$ cat src/rtl/viterbi_frame_ctrl_pkg.sv
// Shared types and helpers for the Viterbi frame sequencer.
// Holds the controller state encoding, default sizes and a popcount helper.
package viterbi_ctrl_pkg;

    localparam int DEF_FRAME_LEN = 8;
    localparam int DEF_TAIL_LEN  = 2;
    localparam int DEF_DEC_LAT   = 12;

    typedef enum logic [2:0] {
        IDLE,
        SEND,
        TAIL,
        DRAIN,
        DONE
    } ctrl_state_t;

    // Frames up to 32 bits; callers zero-extend their operand.
    function automatic int unsigned popcount(input logic [31:0] v);
        int unsigned n;
        n = 0;
        for (int i = 0; i < 32; i++) begin
            n = n + {31'b0, v[i]};
        end
        return n;
    endfunction

endpackage

$ cat src/rtl/viterbi_frame_ctrl_if.sv
// Host-side handshake bundle of the frame sequencer.
// master: host driver (start_i/frame_i/abort_i); slave: the controller.
interface viterbi_frame_ctrl_if #(
    parameter int FRAME_LEN = 8
);
    localparam int CNT_W = $clog2(FRAME_LEN + 1);

    logic                 start_i;
    logic [FRAME_LEN-1:0] frame_i;
    logic                 abort_i;
    logic                 ready_o;
    logic                 done_o;
    logic [FRAME_LEN-1:0] rx_word_o;
    logic [CNT_W-1:0]     err_cnt_o;

    modport master (
        output start_i, frame_i, abort_i,
        input  ready_o, done_o, rx_word_o, err_cnt_o
    );

    modport slave (
        input  start_i, frame_i, abort_i,
        output ready_o, done_o, rx_word_o, err_cnt_o
    );

endinterface

$ cat src/rtl/viterbi_stat_counter.sv
// Frame statistics: wrapping frame counter, saturating error total.
// Ports: clk, rst (async active-low), inc_i, add_i, frames_o, err_total_o.
module viterbi_stat_counter #(
    parameter int STAT_W = 16,
    parameter int ADD_W  = 4
) (
    input  logic              clk,
    input  logic              rst,
    input  logic              inc_i,
    input  logic [ADD_W-1:0]  add_i,
    output logic [STAT_W-1:0] frames_o,
    output logic [STAT_W-1:0] err_total_o
);

    logic [STAT_W:0] sum;

    // One extra bit catches the overflow that triggers saturation.
    assign sum = {1'b0, err_total_o} + (STAT_W + 1)'(add_i);

    always_ff @(posedge clk or negedge rst) begin
        if (!rst) begin
            frames_o    <= '0;
            err_total_o <= '0;
        end else if (inc_i) begin
            frames_o    <= frames_o + 1'b1;
            err_total_o <= sum[STAT_W] ? '1 : sum[STAT_W-1:0];
        end
    end

endmodule

$ cat src/rtl/viterbi_frame_ctrl.sv
// Frame sequencer: serialises a word into the encoder, flushes the trellis,
// captures the decoder output and reports word, error count and statistics.
// Ports: clk, rst (async active-low), host (slave handshake), encoder_i_o,
// enable_encoder_o, decoder_i, frames_o, err_total_o.
module viterbi_frame_ctrl
    import viterbi_ctrl_pkg::*;
#(
    parameter int FRAME_LEN = DEF_FRAME_LEN,
    parameter int TAIL_LEN  = DEF_TAIL_LEN,
    parameter int DEC_LAT   = DEF_DEC_LAT,
    parameter int STAT_W    = 16
) (
    input  logic                  clk,
    input  logic                  rst,
    viterbi_frame_ctrl_if.slave   host,
    output logic                  encoder_i_o,
    output logic                  enable_encoder_o,
    input  logic                  decoder_i,
    output logic [STAT_W-1:0]     frames_o,
    output logic [STAT_W-1:0]     err_total_o
);

    localparam int CNT_W = $clog2(FRAME_LEN + 1);
    localparam int CYC_W = $clog2(DEC_LAT + FRAME_LEN + TAIL_LEN + 1);

    localparam logic [CYC_W-1:0] SEND_END = CYC_W'(FRAME_LEN - 1);
    localparam logic [CYC_W-1:0] TAIL_END = CYC_W'(FRAME_LEN + TAIL_LEN - 1);
    localparam logic [CYC_W-1:0] CAP_LO   = CYC_W'(DEC_LAT);
    localparam logic [CYC_W-1:0] CAP_HI   = CYC_W'(DEC_LAT + FRAME_LEN - 1);

    ctrl_state_t          state;
    ctrl_state_t          state_nx;
    logic [FRAME_LEN-1:0] tx_sr;
    logic [FRAME_LEN-1:0] sent_word;
    logic [FRAME_LEN-1:0] rx_sr;
    logic [FRAME_LEN-1:0] rx_word;
    logic [CNT_W-1:0]     err_cnt;
    logic [CNT_W-1:0]     err_nx;
    logic [CYC_W-1:0]     cyc;
    logic                 done_q;
    logic                 busy;
    logic                 accept;
    logic                 cap_en;

    assign busy   = (state == SEND) || (state == TAIL) || (state == DRAIN);
    // done_o is registered, so idle only counts as ready once it drops.
    assign host.ready_o = (state == IDLE) && !done_q;
    assign accept = host.ready_o && host.start_i;
    assign cap_en = busy && (cyc >= CAP_LO) && (cyc <= CAP_HI);
    assign err_nx = CNT_W'(popcount(32'(rx_sr ^ sent_word)));

    assign enable_encoder_o = (state == SEND) || (state == TAIL);
    assign encoder_i_o      = (state == SEND) && tx_sr[FRAME_LEN-1];

    assign host.done_o    = done_q;
    assign host.rx_word_o = rx_word;
    assign host.err_cnt_o = err_cnt;

    always_comb begin
        state_nx = state;
        unique case (state)
            IDLE:    if (accept) state_nx = SEND;
            SEND:    if (cyc == SEND_END) state_nx = TAIL;
            TAIL: begin
                // Short decoder latency may finish capture inside the tail.
                if (cyc == TAIL_END) state_nx = (cyc >= CAP_HI) ? DONE : DRAIN;
            end
            DRAIN:   if (cyc >= CAP_HI) state_nx = DONE;
            DONE:    state_nx = IDLE;
            default: state_nx = IDLE;
        endcase
        if (busy && host.abort_i) state_nx = IDLE;
    end

    always_ff @(posedge clk or negedge rst) begin
        if (!rst) begin
            state     <= IDLE;
            tx_sr     <= '0;
            sent_word <= '0;
            rx_sr     <= '0;
            cyc       <= '0;
            done_q    <= 1'b0;
            rx_word   <= '0;
            err_cnt   <= '0;
        end else begin
            state  <= state_nx;
            done_q <= (state == DONE);
            if (accept) begin
                tx_sr     <= host.frame_i;
                sent_word <= host.frame_i;
                cyc       <= '0;
            end else if (busy) begin
                cyc <= cyc + 1'b1;
                if (state == SEND) tx_sr <= tx_sr << 1;
            end
            if (cap_en) rx_sr <= {rx_sr[FRAME_LEN-2:0], decoder_i};
            if (state == DONE) begin
                rx_word <= rx_sr;
                err_cnt <= err_nx;
            end
        end
    end

    viterbi_stat_counter #(
        .STAT_W (STAT_W),
        .ADD_W  (CNT_W)
    ) u_stat (
        .clk         (clk),
        .rst         (rst),
        .inc_i       (state == DONE),
        .add_i       (err_nx),
        .frames_o    (frames_o),
        .err_total_o (err_total_o)
    );

endmodule
$ cat src/flat_wrapper.sv
// flat-port wrapper written by rule: the top's interface ports become plain ports
module viterbi_frame_ctrl_flat import viterbi_ctrl_pkg::*;
#(
    parameter int FRAME_LEN = DEF_FRAME_LEN,
    parameter int TAIL_LEN  = DEF_TAIL_LEN,
    parameter int DEC_LAT   = DEF_DEC_LAT,
    parameter int STAT_W    = 16
)
  (clk, rst, encoder_i_o, enable_encoder_o, decoder_i, frames_o, err_total_o, host_start_i, host_frame_i, host_abort_i, host_ready_o, host_done_o, host_rx_word_o, host_err_cnt_o);
  viterbi_frame_ctrl_if #(.FRAME_LEN(FRAME_LEN)) host_i ();
  input  logic clk;
  input  logic rst;
  output logic encoder_i_o;
  output logic enable_encoder_o;
  input  logic decoder_i;
  output logic [STAT_W-1:0] frames_o;
  output logic [STAT_W-1:0] err_total_o;
  input wire logic [$bits(host_i.start_i)-1:0] host_start_i;
  input wire logic [$bits(host_i.frame_i)-1:0] host_frame_i;
  input wire logic [$bits(host_i.abort_i)-1:0] host_abort_i;
  output wire logic [$bits(host_i.ready_o)-1:0] host_ready_o;
  output wire logic [$bits(host_i.done_o)-1:0] host_done_o;
  output wire logic [$bits(host_i.rx_word_o)-1:0] host_rx_word_o;
  output wire logic [$bits(host_i.err_cnt_o)-1:0] host_err_cnt_o;
  assign host_i.start_i = host_start_i;
  assign host_i.frame_i = host_frame_i;
  assign host_i.abort_i = host_abort_i;
  assign host_ready_o = host_i.ready_o;
  assign host_done_o = host_i.done_o;
  assign host_rx_word_o = host_i.rx_word_o;
  assign host_err_cnt_o = host_i.err_cnt_o;
  viterbi_frame_ctrl #(.FRAME_LEN(FRAME_LEN), .TAIL_LEN(TAIL_LEN), .DEC_LAT(DEC_LAT), .STAT_W(STAT_W)) u_core (.clk(clk), .rst(rst), .host(host_i), .encoder_i_o(encoder_i_o), .enable_encoder_o(enable_encoder_o), .decoder_i(decoder_i), .frames_o(frames_o), .err_total_o(err_total_o));
endmodule
$ cat config.mk
export PLATFORM = sky130hd
export DESIGN_NAME = viterbi_frame_ctrl_flat
export DESIGN_NICKNAME = d
export VERILOG_FILES = /design/src/rtl/viterbi_frame_ctrl_pkg.sv /design/src/rtl/viterbi_frame_ctrl_if.sv /design/src/rtl/viterbi_stat_counter.sv /design/src/rtl/viterbi_frame_ctrl.sv /design/src/flat_wrapper.sv
export SDC_FILE = /design/constraint.sdc
export NUM_CORES = 1
export LEC_CHECK = 0
export CAP_MARGIN = 20
export CORE_MARGIN = 2
export CORE_UTILIZATION = 45
export CTS_BUF_LIST = sky130_fd_sc_hd__clkbuf_8
export CTS_CLUSTER_SIZE = 20
export DETAILED_ROUTE_END_ITERATION = 7
export PLACE_DENSITY_LB_ADDON = 0.25
export SYNTH_ARGS = -nofsm -noshare
export SYNTH_HDL_FRONTEND = slang
export SYNTH_HIERARCHICAL = 1
export SYNTH_SLANG_ARGS = --single-unit
$ cat constraint.sdc
create_clock -name clk -period 11 [get_ports clk]
set_input_delay 2.2 -clock clk [delete_from_list [all_inputs] [get_ports clk]]
set_output_delay 2.2 -clock clk [all_outputs]
set_load 0.01 [all_outputs]
After elaboration in Yosys (flattened, before gate mapping)
Index checks and enable logic that the tools add are counted.
{"block": "op_classes", "magnitude_cmp": 3, "add_sub_neg": 34, "div_mod_pow": 0, "shift": 0, "n_mux": 13, "multipliers": 0, "reduce_logical": 14, "n_bitwise": 1, "n_eq_ne": 10}
{"operator": "4-bit by 1-bit adder with 4-bit output (second input constant)", "count": 24}
{"operator": "4-bit by 1-bit adder with 4-bit output", "count": 6}
{"operator": "8-bit 2-to-1 mux", "count": 3}
{"operator": "3-bit 2-to-1 mux", "count": 6}
{"operator": "16-bit by 4-bit adder with 17-bit output", "count": 1}
{"operator": "16-bit by 1-bit adder with 16-bit output (second input constant)", "count": 1}
{"operator": "16-bit 2-to-1 mux", "count": 1}
{"operator": "3-bit case mux with 4 select lines", "count": 1}
{"operator": "5-bit 2-to-1 mux", "count": 2}
{"operator": "3-bit != test (second input constant)", "count": 3}
{"operator": "8-bit XOR", "count": 1}
{"operator": "3-bit by 2-bit == test with 1-bit output (second input constant)", "count": 2}
{"operator": "1-bit logical AND", "count": 6}
{"operator": "5-bit by 1-bit adder with 5-bit output (second input constant)", "count": 1}
{"operator": "5-bit by 3-bit == test with 1-bit output (second input constant)", "count": 1}
{"operator": "5-bit by 4-bit == test with 1-bit output (second input constant)", "count": 1}
{"operator": "5-bit by 4-bit greater-or-equal comparator with 1-bit output (second input constant)", "count": 1}
{"operator": "5-bit greater-or-equal comparator (second input constant)", "count": 1}
{"operator": "5-bit <= comparator (second input constant)", "count": 1}
{"operator": "4-bit AND reduction", "count": 1}
{"operator": "2-bit nonzero test", "count": 2}
{"operator": "3-bit by 1-bit == test with 1-bit output (second input constant)", "count": 1}
{"operator": "3-bit == test (second input constant)", "count": 1}
{"operator": "3-bit logical NOT", "count": 1}
{"operator": "other kinds (5)", "count": 6}
{"block": "totals", "output_inout_bits": 48, "mem_bits_rw": 0, "n_memories": 0, "rom_bits": 0, "reg_bits": 77, "latch_bits": 0}

Logic depth before layout (Yosys ltp)
Gate-level depths: netlist (run 1).
{"block": "logic_depth", "word_depth": 34, "depth_mapped": 16}

Cells and area by module
Netlist (run 1), hierarchy kept.
{"module": "viterbi_frame_ctrl", "seq_area_each_um2": 1126.1, "cells_each": 194, "area_each_um2": 2215.9, "n_inst": 1}
{"module": "viterbi_stat_counter", "seq_area_each_um2": 800.8, "cells_each": 159, "area_each_um2": 1720.4, "n_inst": 1}

Worst setup path before layout (run 1)
Ideal clock, no wire load.
{"block": "synth_path", "kind": "flip-flop to flip-flop", "start": "register u_core.rx_sr[0]", "end": "register u_core.u_stat.err_total_o[8]", "t_arrival_ns": 4.208, "stages_incl_launch_ff": 17, "path_buffers": 1, "setup_ns": 0.131, "path_slack_ns": 6.660, "synth_period_minus_slack_ns": 4.340, "cell_sequence": "dfrtp_1 xor2_1 fa_1 fa_1 inv_1 fa_1 inv_1 ha_1 inv_1 fa_1 inv_1 fa_1 a211oi_2 nor2_1 nand2_2 buf_6 nand3_2"}
{"block": "synth_between", "elab_chain_len": 34}
{"element": "from (decl)", "line": "viterbi_frame_ctrl.sv:35", "rtl": "logic [FRAME_LEN-1:0] rx_sr;"}
{"element": "from (signal assigned)", "line": "viterbi_frame_ctrl.sv:96", "rtl": "if (cap_en) rx_sr <= {rx_sr[FRAME_LEN-2:0], decoder_i};"}
{"element": "8-bit XOR", "line": "viterbi_frame_ctrl.sv:50", "rtl": "assign err_nx = CNT_W'(popcount(32'(rx_sr ^ sent_word)));"}
{"element": "1-bit by 1-bit adder with 2-bit output", "line": "viterbi_frame_ctrl_pkg.sv:22", "rtl": "n = n + {31'b0, v[i]};"}
{"element": "4-bit by 1-bit adder with 4-bit output (30 in series)", "line": "viterbi_frame_ctrl_pkg.sv:22"}
{"element": "named net u_core.err_nx[1]", "line": "viterbi_frame_ctrl.sv:38", "rtl": "logic [CNT_W-1:0] err_nx;"}
{"element": "16-bit by 4-bit adder with 17-bit output", "line": "viterbi_stat_counter.sv:18", "rtl": "assign sum = {1'b0, err_total_o} + (STAT_W + 1)'(add_i);"}
{"element": "16-bit 2-to-1 mux", "line": "viterbi_stat_counter.sv:26", "rtl": "err_total_o <= sum[STAT_W] ? '1 : sum[STAT_W-1:0];"}
{"element": "to (signal assigned)", "line": "viterbi_stat_counter.sv:26"}
{"element": "to (decl)", "line": "viterbi_stat_counter.sv:12", "rtl": "output logic [STAT_W-1:0] err_total_o"}
The timed path passes the listed nets, and every way through them passes these cells.
A chain may end at the register's enable or synchronous reset.

Worst setup path after layout (run 1)
{"block": "layout_path", "start": "register u_core.rx_sr[0]", "end": "register u_core.u_stat.err_total_o[3]"}
Same word-level chain as after synthesis.

==> results.txt, run 1 <==
----------------------------------------------------
[Route]
  Overall routed net length ... 7.62 mm
  Via total after detailed routing ... 2781
  ANT nets after route ... 0
  Number of detailed-route iterations in the first pass ... 6
  Initial DRC count ... 70
  Vias per std cell ... 5.31
  Mean routed wirelength per cell ... between 10 and 15 um
  Drt drc ... 0

[Power and ir drop]
  Power per unit of standard cell area ... between 150 and 200 nW/um2
  Maximum ir drop on the vdd rail ... 0.107 mV
  Leakage power figure ... 2.22 nW

[Logic synthesis]
  Commonest cells in the synthesized netlist ... dfrtp_1 (77), nand2_1 (46), xnor2_1 (24), mux2_2 (20), inv_1 (16)
  Yosys warnings ... 6
  Post-synth net total ... 382
  Count of different cell masters after synthesis ... 62
  Post-synth top area cell ... dfrtp_1
  Post-synth EDFFs ... 0
  Gate count after technology mapping ... roughly 350
  Dominant cells by area after synthesis ... dfrtp_1 (49%), mux2_2 (5.7%), xnor2_1 (5.3%)
  Part of the Yosys area used for sequential elements ... 0.490
  Syn Area/Cell ... 11.2 um2
  Flop and latch count out of synthesis ... 77
  Leading cell type by number of instances after synthesis ... dfrtp_1
  Share of synthesized flip-flops with an asynchronous set or reset ... 1.00
  Synth top area share ... 0.490
  Cell area after synthesis ... about 4000 um2
  Most used flip-flop cell after synthesis ... dfrtp_1

[Placement]
  PortBufs ... 60
  Placed wire-length estimate ... about 5.3 mm
  Weighted congestion at the end of routability-driven global placement ... 0.785
  Placed instance count ... 510

[Worst hold path]
  Class of the most critical hold timing path ... register to register
  Hold path depth ... 1
  Origin of the worst min-delay path ... u_core/u_stat/frames_o[15]

[Critical path]
  Cell depth of the worst flop-to-flop path ... 15
  Reg-to-reg startpoint ... u_core/rx_sr[0]
  Required time of the worst setup path ... approximately 11 ns
  Library cell contributing the largest single delay on the critical path ... fa_1
  Last element of the critical path ... u_core/u_stat/err_total_o[3]
  Crit end category ... register
  Cell-by-cell trace of the critical path ... xor2_1 > fa_1 > fa_1 > inv_1 > fa_1 > inv_1 > ha_1 > inv_1 > fa_1 > inv_1 > fa_1 > a211oi_2 > nor2_1 > nand2_2 > o211ai_1
  Number of buffer and inverter instances along the worst setup path ... 4
  Gate family responsible for the most delay along the worst path ... adder cells
  Worst flop-to-flop path endpoint ... u_core/u_stat/err_total_o[3]
  Most common cell type on the critical path ... fa_1
  Slowest stage delay, CP ... 0.54 ns
  Number of logic stages on the critical path including buffering ... 15
  Register-to-register path setup slack ... about 6.3 ns
  Worst setup startpoint ... u_core/rx_sr[0]
  Data arrival time at the worst-slack endpoint ... 4.90 ns
  Critical path launch point type ... register
  Type of the worst setup path ... register to register
  Worst-path fanout max ... 13

[Timing]
  Final clock period utilization by the worst path ... 0.427
  Slew Viols, Final ... 0
  Final Critical Period ... around 4.7 ns
  Number of setup violations in the final report ... 0
  Achievable Freq ... 213 MHz
  Number of hold-slack violations in the final timing report ... 0
  Final worst hold slack ... 0.476 ns
  RSZ-0062 raised after global routing ... false
  Clock Skew ... around 0.012 ns
  Slew at the pin closest to its max-slew limit ... between 0.9 and 1 ns
  Worst rel slew slack ... 0.360
  Setup TNS ... 0 ns

[Clock network]
  Number of sinks driven by the clock tree ... 77
  Clock latency reported for the late side of the worst-skew pair ... 0.35 ns
  Master cell of the clock root buffer ... clkbuf_8
  Clock transition at path regs ... 0.08 ns
  Total number of H-tree levels ... 3
  Clock tree buffer depth ... 2
  Number of hold buffers added after cts ... 0
  TritonCTS Buffers ... 9
  Post-cts sizing count ... 0
  TritonCTS clock tree ... yes
  Number of setup buffers added after CTS ... 0

[Finish]
  Layout Nets ... 442
  Number of inserted diodes ... 0
  Number of fillers in the final layout ... about 770
  Layout overhead on the synthesized area ... 20.5%
  Final Instance Count excl. Fillers ... 524
  Share of layout cells above drive strength 1 ... 0.139
  Sequential cell area in the final layout ... 1930 um2
  Area of the multi-input gates ... 1860 um2

[Floorplanning]
  Area of the placeable core ... about 8600 um2
  DIE AREA ... 9510 um2
  Placement Rows ... 34
  I/O pin count ... 61
  Die extent in x ... 97.5 um
  Initial Util ... 0.458
  Vertical die dimension ... 97.5 um

[GRT]
  Largest net degree at the start of global routing ... 78
  Antenna violations before repair ... 0
  Leftover overflow at the end of global routing ... 0
  Number of global-route vias before repair ... 2728
  Global routing usage summed across all routing layers ... 0.171
  Global-route wire length before repair ... 13.2 mm

[Run]
  Count of max-cap constraint violations ... 0

[Outcome]
  Run status ... complete, no violations

----------------------------------------------------
## worst min path at each step
stage,slack [ns],to
after floorplan,0.47,u_core/sent_word[1]
after global placement,0.46,u_core/u_stat/frames_o[15]
after detailed placement,0.47,u_core/u_stat/frames_o[15]
after CTS,0.48,u_core/u_stat/frames_o[15]
after global routing,0.49,u_core/u_stat/frames_o[15]
final,0.48,u_core/u_stat/frames_o[15]
## registers in the layout, indices dropped and copies added (netlist names)
name	cells
u_core/cyc	5
u_core/host.done_o	1
u_core/host.err_cnt_o	4
u_core/host.rx_word_o	8
u_core/rx_sr	8
u_core/sent_word	8
u_core/state	3
u_core/tx_sr	8
u_core/u_stat/err_total_o	16
u_core/u_stat/frames_o	16
## per-stage QoR
step / cell area (um2) / util / total power (W) / worst slack, ns
2_1_floorplan: 3940 / - / 0.000666 / 6.66
3_3_place_gp: 4590 / 0.534 / 0.000740 / 6.39
3_5_place_dp: 4590 / 0.534 / 0.000748 / 6.31
4_1_cts: 4740 / 0.552 / 0.000931 / 6.27
5_1_grt: 4740 / 0.552 / 0.00100 / 6.07
6_report: 4740 / 0.552 / 0.000920 / 6.30
## where the power goes
group	switching [W]	leakage, nW	total (W)	internal, W
clock network	0.000101	0.0861	0.000180	0.0000786
logic	0.000211	1.09	0.000383	0.000172
registers	0.0000360	1.05	0.000357	0.000321
total	0.000349	2.22	0.000920	0.000571
## routing by layer
layer	vias up	routed length (um)	global-route usage	share of wire
li1	1350	-	-	-
met1	1371	3840	0.243	0.50
met2	47	3390	0.251	0.44
met3	13	230	0.0439	0.030
met4	0	161	0.0641	0.021
met5	-	0	0	0
## kinds of logic after synthesis
logic type	synth area share
adder cells (fa/ha/maj)	0.0604
buffers and inverters	0.0375
XOR/XNOR	0.0779
multiplexers	0.0801
AO/OA/AOI/OAI	0.0782
flip-flops	0.490
AND/OR/NAND/NOR	0.176
## area by class of cell
type                       instances  area share
tap                              108      0.0285
inverter                          16      0.0127
sequential                        77       0.406
clock buffer                       9      0.0261
multi-input combinational        248       0.392
timing repair buffer              61       0.128
clock inverter                     5     0.00659
## cell usage in the layout (no fill, tap or decap), types with 2 or more instances in the layout
cell             count
clkinv_4             2
nand4_2              2
nand3_1             11
ha_1                11
mux2i_1              9
clkbuf_8             9
dfrtp_1             77
mux2_2              20
o21ai_0             15
buf_4                2
nor3_1               4
nand3_2              3
and2_1               3
clkinv_2             2
nand4_1              7
nor2_1              14
o31ai_1              2
nand2_2              6
a21oi_1              5
inv_1               17
o32ai_1              2
nor2b_1              2
nand2_1             46
fa_1                 5
xor2_1              11
and3_1               2
nor4_1               3
nor4_4               2
a31oi_1              5
xnor2_1             24
clkdlybuf4s50_1     59
nand3b_1             4
(Power assumes the default switching activity.)
==> run 2, diff against run 1 <==
==> constraint.sdc (replaced) <==
create_clock -name clk -period 3.81 [get_ports clk]
set_input_delay 0.762 -clock clk [delete_from_list [all_inputs] [get_ports clk]]
set_output_delay 0.762 -clock clk [all_outputs]
set_load 0.01 [all_outputs]
==> results.txt, run 2 (synthesized netlist as in run 1, its figures left out) <==
----------------------------------------------------
[Outcome]
  Run status ... finished, violations left
  Violations in the final reports ... setup timing

[Critical path]
  Library cell contributing the largest single delay on the critical path ... fa_2
  Worst-path fanout max ... 4
  Cell depth of the worst flop-to-flop path ... 16
  Reg-to-reg startpoint ... u_core/rx_sr[3]
  Worst flop-to-flop path endpoint ... u_core/u_stat/err_total_o[10]
  Cell-by-cell trace of the critical path ... xor2_1 > fa_1 > fa_1 > inv_1 > fa_1 > inv_1 > ha_2 > inv_2 > fa_2 > inv_2 > fa_2 > a211oi_4 > buf_4 > nor4_2 > xnor2_2 > nand2_2
  Most common cell type on the critical path ... fa_1
  Required time of the worst setup path ... 4.05 ns
  Slowest stage delay, CP ... about 0.53 ns
  Critical path launch point type ... register
  Number of buffer and inverter instances along the worst setup path ... 5
  Type of the worst setup path ... register to register
  Data arrival time at the worst-slack endpoint ... 4.43 ns
  Gate family responsible for the most delay along the worst path ... adder cells
  Crit end category ... register
  Register-to-register path setup slack ... -0.37 ns

[Placement]
  Placed wire-length estimate ... 5.69 mm
  Weighted congestion at the end of routability-driven global placement ... 0.835
  PortBufs ... 60
  Placed instance count ... 525

[Route]
  Overall routed net length ... 8.10 mm
  Drt drc ... 0
  Number of detailed-route iterations in the first pass ... 4
  Initial DRC count ... 131
  Mean routed wirelength per cell ... around 15 um
  Vias per std cell ... 5.21
  ANT nets after route ... 0
  Via total after detailed routing ... 2839

[Floorplanning]
  Die extent in x ... approximately 100 um
  I/O pin count ... a little over 60
  Area of the placeable core ... around 8600 um2
  Vertical die dimension ... around 100 um
  Initial Util ... 0.458
  Placement Rows ... 34
  DIE AREA ... ~9500 um2

[Power and ir drop]
  Power, Total ... a little over 0.003 W
  Leakage power figure ... 2.36 nW
  Power per unit of standard cell area ... 599 nW/um2
  Maximum ir drop on the vdd rail ... 0.468 mV

[Finish]
  Share of layout cells above drive strength 1 ... 0.222
  Layout overhead on the synthesized area ... 28.6%
  Most common cell after layout, fill and taps aside ... dfrtp_1
  Final Instance Count excl. Fillers ... 545
  Layout Nets ... 461
  Biggest regs ... u_core/u_stat/err_total_o x16, u_core/u_stat/frames_o x16
  Final core area utilization ... 0.589
  Most frequent cells in the layout ... dfrtp_1 (77), clkdlybuf4s50_1 (59), nand2_1 (45)
  Number of inserted diodes ... 0

[GRT]
  Largest net degree at the start of global routing ... 78
  Leftover overflow at the end of global routing ... 0
  Antenna violations before repair ... 0
  Global-route wire length before repair ... approximately 14 mm
  Global routing usage summed across all routing layers ... 0.179
  Number of global-route vias before repair ... 2823

[Clock network]
  Clock transition at path regs ... 0.09 ns
  Clock latency reported for the late side of the worst-skew pair ... 0.35 ns
  Total number of H-tree levels ... 3
  Number of sinks driven by the clock tree ... between 70 and 80
  TritonCTS Buffers ... 9
  Master cell of the clock root buffer ... clkbuf_8
  Clock tree buffer depth ... 2
  Number of hold buffers added after cts ... 0
  TritonCTS clock tree ... yes

[Timing]
  Final Critical Period ... 4.18 ns
  Clock Skew ... 0.00950 ns
  Final WS setup ... -0.372 ns
  Achievable Freq ... 239 MHz
  RSZ-0062 raised after global routing ... true
  Setup TNS ... -5.11 ns
  Number of hold-slack violations in the final timing report ... 0
  Slew at the pin closest to its max-slew limit ... approximately 0.63 ns
  Number of setup violations in the final report ... 16
  Final clock period utilization by the worst path ... 1.10
  Slew Viols, Final ... 0
  Worst rel slew slack ... 0.579

[Worst hold path]
  Class of the most critical hold timing path ... input port to asynchronous set/reset pin

[Run]
  Count of max-cap constraint violations ... 0

----------------------------------------------------
==> run 2: changes by cell type in the layout (fill, tap and decap cells not counted), sizes merged <==
cell / before / now
clkinv: 4 / 0
clkinvlp: 0 / 3
clkbuf: 9 / 10
bufinv: 0 / 1
buf: 2 / 21
inv: 17 / 18
==> run 2: layout make-up <==
cell class | instances | area (um2)
fill | 738 | 3530
multi-input combinational | 248 | 1940
tap | 108 | 135
clock buffer | 10 | 138
timing repair buffer | 80 | 788
inverter | 16 | 60.1
sequential | 77 | 1930
clock inverter | 6 | 70.1
==> run 2: worst max-delay path by stage <==
stage	start	to	depth (start not counted)
finish	u_core/rx_sr[3]	u_core/u_stat/err_total_o[10]	16
global route	u_core/rx_sr[3]	u_core/u_stat/err_total_o[10]	16
CTS	u_core/rx_sr[0]	u_core/u_stat/err_total_o[14]	16
detailed placement	u_core/rx_sr[3]	u_core/u_stat/err_total_o[14]	16
global placement	u_core/rx_sr[3]	u_core/u_stat/err_total_o[14]	16
floorplan	u_core/rx_sr[3]	u_core/u_stat/err_total_o[11]	16
==> run 2: power breakdown <==
group	internal [W]	switching (W)	total (W)
clock	0.000325	0.000313	0.000638
combinational	0.000643	0.000717	0.00136
sequential	0.000925	0.000110	0.00104
total	0.00189	0.00114	0.00303
==> run 2: routing by layer <==
layer,part of all wire,up-vias,global-route usage
met2,0.48,47,0.280
met3,0.035,4,0.0338
met4,0.0080,0,0.0598
met5,0,-,0
li1,-,1382,-
met1,0.48,1406,0.252
==> run 2: through the flow <==
step           cell area, um2  setup WS [ns]  hold WS (ns)
6_report                 5060         -0.372         0.295
5_1_grt                  5060         -0.516         0.277
4_1_cts                  4990         -0.414         0.482
3_5_place_dp             4730         -0.427         0.469
3_3_place_gp             4730         -0.379         0.460
2_1_floorplan            3950         -0.280         0.465
==> run 2: what timing repair did <==
| action | CTS | global route |
|---|---|---|
| resized for setup | 9 | 6 |
| setup buffers | 3 | 1 |
| pin swaps | 9 | 2 |
| setup endpoints to repair | 16 | 16 |
==> RTL change 1: new RTL, config.mk and constraints of run 2 <==
`STAT_W` is set to 16 in 3 places; all go to 18.
--- a/src/rtl/viterbi_stat_counter.sv
+++ b/src/rtl/viterbi_stat_counter.sv
@@ -2,5 +2,5 @@
 // Ports: clk, rst (async active-low), inc_i, add_i, frames_o, err_total_o.
 module viterbi_stat_counter #(
-    parameter int STAT_W = 16,
+    parameter int STAT_W = 18,
     parameter int ADD_W  = 4
 ) (
--- a/src/rtl/viterbi_frame_ctrl.sv
+++ b/src/rtl/viterbi_frame_ctrl.sv
@@ -9,5 +9,5 @@
     parameter int TAIL_LEN  = DEF_TAIL_LEN,
     parameter int DEC_LAT   = DEF_DEC_LAT,
-    parameter int STAT_W    = 16
+    parameter int STAT_W    = 18
 ) (
     input  logic                  clk,
--- a/src/flat_wrapper.sv
+++ b/src/flat_wrapper.sv
@@ -5,5 +5,5 @@
     parameter int TAIL_LEN  = DEF_TAIL_LEN,
     parameter int DEC_LAT   = DEF_DEC_LAT,
-    parameter int STAT_W    = 16
+    parameter int STAT_W    = 18
 )
   (clk, rst, encoder_i_o, enable_encoder_o, decoder_i, frames_o, err_total_o, host_start_i, host_frame_i, host_abort_i, host_ready_o, host_done_o, host_rx_word_o, host_err_cnt_o);
Ports: changed (resized err_total_o and frames_o); port bits go from 61 to 65. The function was not compared with the original's and may differ.
==> RTL change 1 against run 2 <==
  * Clock skew is 0.0043 ns higher
  * Combinational power grew 12%
  * Area after synthesis rose by 3.5%
  * Sequential cell count grew 4
  * Via count increased by 7.6%
  * Worst setup slack got worse by 0.091 ns
  * Hold slack got worse by 0.061 ns
  * Routed wire length rose by 13%
  * Total power is 6.6% higher
  * Design area grew 6.8%
  * The flow still finishes with violations (setup timing)
  * Sequential share of layout area fell by 0.56 points
==> RTL change 1: results (changes against run 2) <==
Global route
  – First-pass GRT wire length: 15.4 mm (+11%)
  – Vias in the first global route: 3135 (+11%)
  – Largest net degree at the start of global routing: 82 (+5.1%)
  – GRT met1 Usage: 26.9% (+1.7 points)

Timing
  – Final Skew: 0.0138 ns (+0.00431 ns)
  – Slack of the critical path: -0.464 ns (-0.0912 ns)
  – Final Setup Violations: 18 (+2)
  – Hold_ws: 0.233 ns (-0.0611 ns)
  – Slew Limit Headroom: 59.5% (+1.6 points)
  – Setup TNS: -7.20 ns (-2.09 ns)

Critical path
  – Worst Path Arrival: 4.51 ns (+0.08 ns)
  – RR Startpoint: u_core/rx_sr[0]$_DFFE_PN0P_

Final layout
  – Top Registers: u_core/u_stat/err_total_o x18, u_core/u_stat/frames_o x18
  – Footprint of the multi-input gates: 2130 sq um (+9.3%)
  – Net count, final: 485 (+5.2%)
  – Signal buffers: 87 (+8.8%)

Drt
  – Metal-1 WL: 4.26 mm (+9.3%)
  – Vias per cell: 5.37 (+3.0%)
  – Number of DRC markers in iteration 0: 145 (+11%)
  – Drt wl/cell: 16.0 microns (+7.9%)
  – Met3 wire length: 350 microns (+25%)

Synth
  – Seq cells post-synth: 81 (+5.2%)
  – Post-Syn Nets: 398 (+4.2%)
  – Commonest cells post-synth: dfrtp_1, nand2_1, mux2_2, xnor2_1, nand3_1
  – Register area share after synthesis: 49.8% (+0.80 points)

CTS
  – Post-CTS Resized: 19 (+10)

Status
  – Failing checks: setup timing
  – Status: finished, violations left
## RTL change 1: power by group through the flow
| stage | clock [uW] | combinational [uW] | sequential, uW |
|---|---|---|---|
| floorplan | 0 | 1030 | 1040 |
| global placement | 0 | 1290 | 1080 |
| detailed placement | 0 | 1320 | 1080 |
| CTS | 655 | 1440 | 1070 |
| global route | 697 | 1710 | 1090 |
| finish | 644 | 1520 | 1070 |
## RTL change 1: stage by stage
stage / area [sq um] / utilization, %
global placement: 5020 / 57.3
global route: 5410 / 61.7
CTS: 5350 / 61.1
detailed placement: 5020 / 57.3
floorplan: 4170 / -
finish: 5410 / 61.7
## RTL change 1: worst max path at each step
stage / startpoint / end
floorplan: u_core/rx_sr[3]$_DFFE_PN0P_ / u_core/u_stat/err_total_o[12]$_DFFE_PN0P_
global placement: u_core/rx_sr[0]$_DFFE_PN0P_ / u_core/u_stat/err_total_o[11]$_DFFE_PN0P_
detailed placement: u_core/rx_sr[0]$_DFFE_PN0P_ / u_core/u_stat/err_total_o[11]$_DFFE_PN0P_
CTS: u_core/rx_sr[0]$_DFFE_PN0P_ / u_core/u_stat/err_total_o[12]$_DFFE_PN0P_
global route: u_core/rx_sr[0]$_DFFE_PN0P_ / u_core/u_stat/err_total_o[12]$_DFFE_PN0P_
finish: u_core/rx_sr[0]$_DFFE_PN0P_ / u_core/u_stat/err_total_o[12]$_DFFE_PN0P_
## RTL change 1: logic make-up (layout without fill, tap and decap cells)
kind of cell,count (synthesis),after routing,synth area share [%]
compound gates,45,46,7.68
xor+xnor,36,36,7.74
fa+ha+maj,16,16,5.84
buf+inv,27,118,3.19
flops,81,81,49.8
mux,31,31,8.29
simple gates,133,133,17.5
==> RTL change 2: new RTL, config.mk and constraints of run 2 <==
Made on the original files. Encoding of `ctrl_state_t`: now one-hot (5 bits for 5 states).
--- a/src/rtl/viterbi_frame_ctrl_pkg.sv
+++ b/src/rtl/viterbi_frame_ctrl_pkg.sv
@@ -7,10 +7,10 @@
     localparam int DEF_DEC_LAT   = 12;
 
-    typedef enum logic [2:0] {
-        IDLE,
-        SEND,
-        TAIL,
-        DRAIN,
-        DONE
+    typedef enum logic [4:0] {
+        IDLE  = 5'b00001,
+        SEND  = 5'b00010,
+        TAIL  = 5'b00100,
+        DRAIN = 5'b01000,
+        DONE  = 5'b10000
     } ctrl_state_t;
 
Function: no difference found for any inputs over 10 cycles, from zero or initial values and one cycle with rst low; not proved beyond that.
==> RTL change 2 against run 2 <==
  * The run still ends with setup timing left
  * Sequential share of layout area decreased by 0.11 points
  * Via count increased by 7.1%
  * Total power increased by 3.2%
  * Routed wire length increased by 2.7%
  * Area after synthesis increased by 4.3%
  * Sequential cell count increased by 2
  * Design area increased by 3.0%
  * Worst setup slack got worse by 0.025 ns
  * Largest cell class unchanged
  * Largest power group unchanged
==> RTL change 2: results (changes against run 2) <==
Drt
  – Drt wl/cell: 14.7 microns (-0.95%)
  – Number of DRC markers in iteration 0: 115 (-12%)
  – Vias per cell: 5.38 (+3.3%)

Critical path
  – Worst Path Arrival: 4.44 ns (about the same)
  – Crit path max fanout: 6 (+2)
  – RR Startpoint: u_core/rx_sr[3]$_DFFE_PN0P_
  – Worst r2r path cells: 18 (+2)
  – CP max-delay cell: fa_1
  – Reg-to-reg critical path endpoint: u_core/u_stat/err_total_o[13]$_DFFE_PN0P_
  – Crit path max-delay family: adder cells
  – R2r setup slk: -0.40 ns (-0.03 ns)

Timing
  – Worst-Margin Slew: 0.598 ns (-0.0336 ns)
  – Final Skew: 0.0124 ns (+0.00289 ns)
  – Hold_ws: 0.352 ns (+0.0579 ns)
  – Setup TNS: -5.67 ns (-0.554 ns)
  – Final Setup Violations: 16 (unchanged)
  – Slack of the critical path: -0.398 ns (-0.0251 ns)

Global route
  – First-pass GRT wire length: 14.1 mm (+1.2%)
  – Vias in the first global route: 3003 (+6.4%)
  – GRT Total Usage: 17.7% (-0.20 points)
  – Largest net degree at the start of global routing: 80 (+2.6%)

Final layout
  – Share of cells above drive strength 1: 21.9% (-0.31 points)
  – Filler instances: 772 (+4.6%)
  – Multi-input logic portion of the cell area: 38.5% (+0.094 points)
  – Net count, final: 481 (+4.3%)
  – Multi-In Gates: 253 (+2.0%)
  – Post-Layout Cell Count: 565 (+3.7%)
  – CLK BUF: 11 (+1)
  – Seq_cells: 79 (+2.6%)
  – Inverter count: 27 (+11)
  – Register area: 1980 sq um (+2.7%)
  – Clk tree area frac: 3.98% (-0.12 points)
  – Area growth syn-to-layout: 26.9%
  – NonClk Buf Share: 15.0% (-0.54 points)
  – Signal buffers: 82 (+2.5%)

Floorplanning
  – DIE WIDTH: 99.5 microns (+2.1%)

Synth
  – Post-Syn Nets: 401 (+5.0%)
  – Synth area leaders: dfrtp_1, mux2_2, xnor2_1
  – Post-synthesis mux area share: 8.17% (+0.16 points)
  – Post-Synth XOR/XNOR Area: 6.83% (-0.96 points)
  – Register area share after synthesis: 48.2% (-0.78 points)
  – Synth Area in Adders: 5.79% (-0.25 points)
  – Cells after synthesis: 372 (+5.4%)
  – Commonest cells post-synth: dfrtp_1, nand2_1, inv_1, o21ai_0, xnor2_1
  – Complex-gate fraction of the synthesized area: 9.72% (+1.9 points)
  – Synth cell types: 64 (+3.2%)

Pwr
  – Maximum VDD drop: 410 uV (-12%)
  – P_leak: 0.00246 uW (+4.2%)

Placement
  – Dpl cells: 542 (+3.2%)
  – Setup WS pre-CTS: -0.496 ns (-0.0699 ns)
  – Area after DPL: 4900 sq um (+3.5%)
  – Dpl hpwl: 5.88 mm (+3.3%)
  – GPL Wtd Cong: 0.811 (-3.0%)

Status
  – Failing checks: setup timing
  – Status: finished, violations left

CTS
  – Post-CTS Resized: 4 (-5)
## RTL change 2: changes by cell type after synthesis, moves of 3 or more
cell,delta
o21ai_0,+11
nor2_1,+3
xor2_1,-4
or3_1,+3
inv_1,+10
nand2_1,-19
a21oi_1,+3
## RTL change 2: report_power, final
| part | switching, uW | internal, uW |
|---|---|---|
| registers | 91.5 | 953 |
| clock network | 301 | 337 |
| logic | 756 | 693 |
## RTL change 2: per-layer routing
layer  routed length [microns]  track usage (%)
met5                         0                0
met4                        90             5.58
met3                       287             4.08
met2                      3880             27.5
met1                      4060             24.7
## RTL change 2: worst reg2reg max path, delay by kind of cell, from the launching register on
kind / cells / cell delay (ns)
DFF: 1 / 0.42
and+or+nand+nor: 3 / 0.23
adders and majority gates: 6 / 2.49
AOI/OAI and AO/OA: 1 / 0.26
xor gates and xnor gates: 1 / 0.15
buffers and inverters: 7 / 0.56
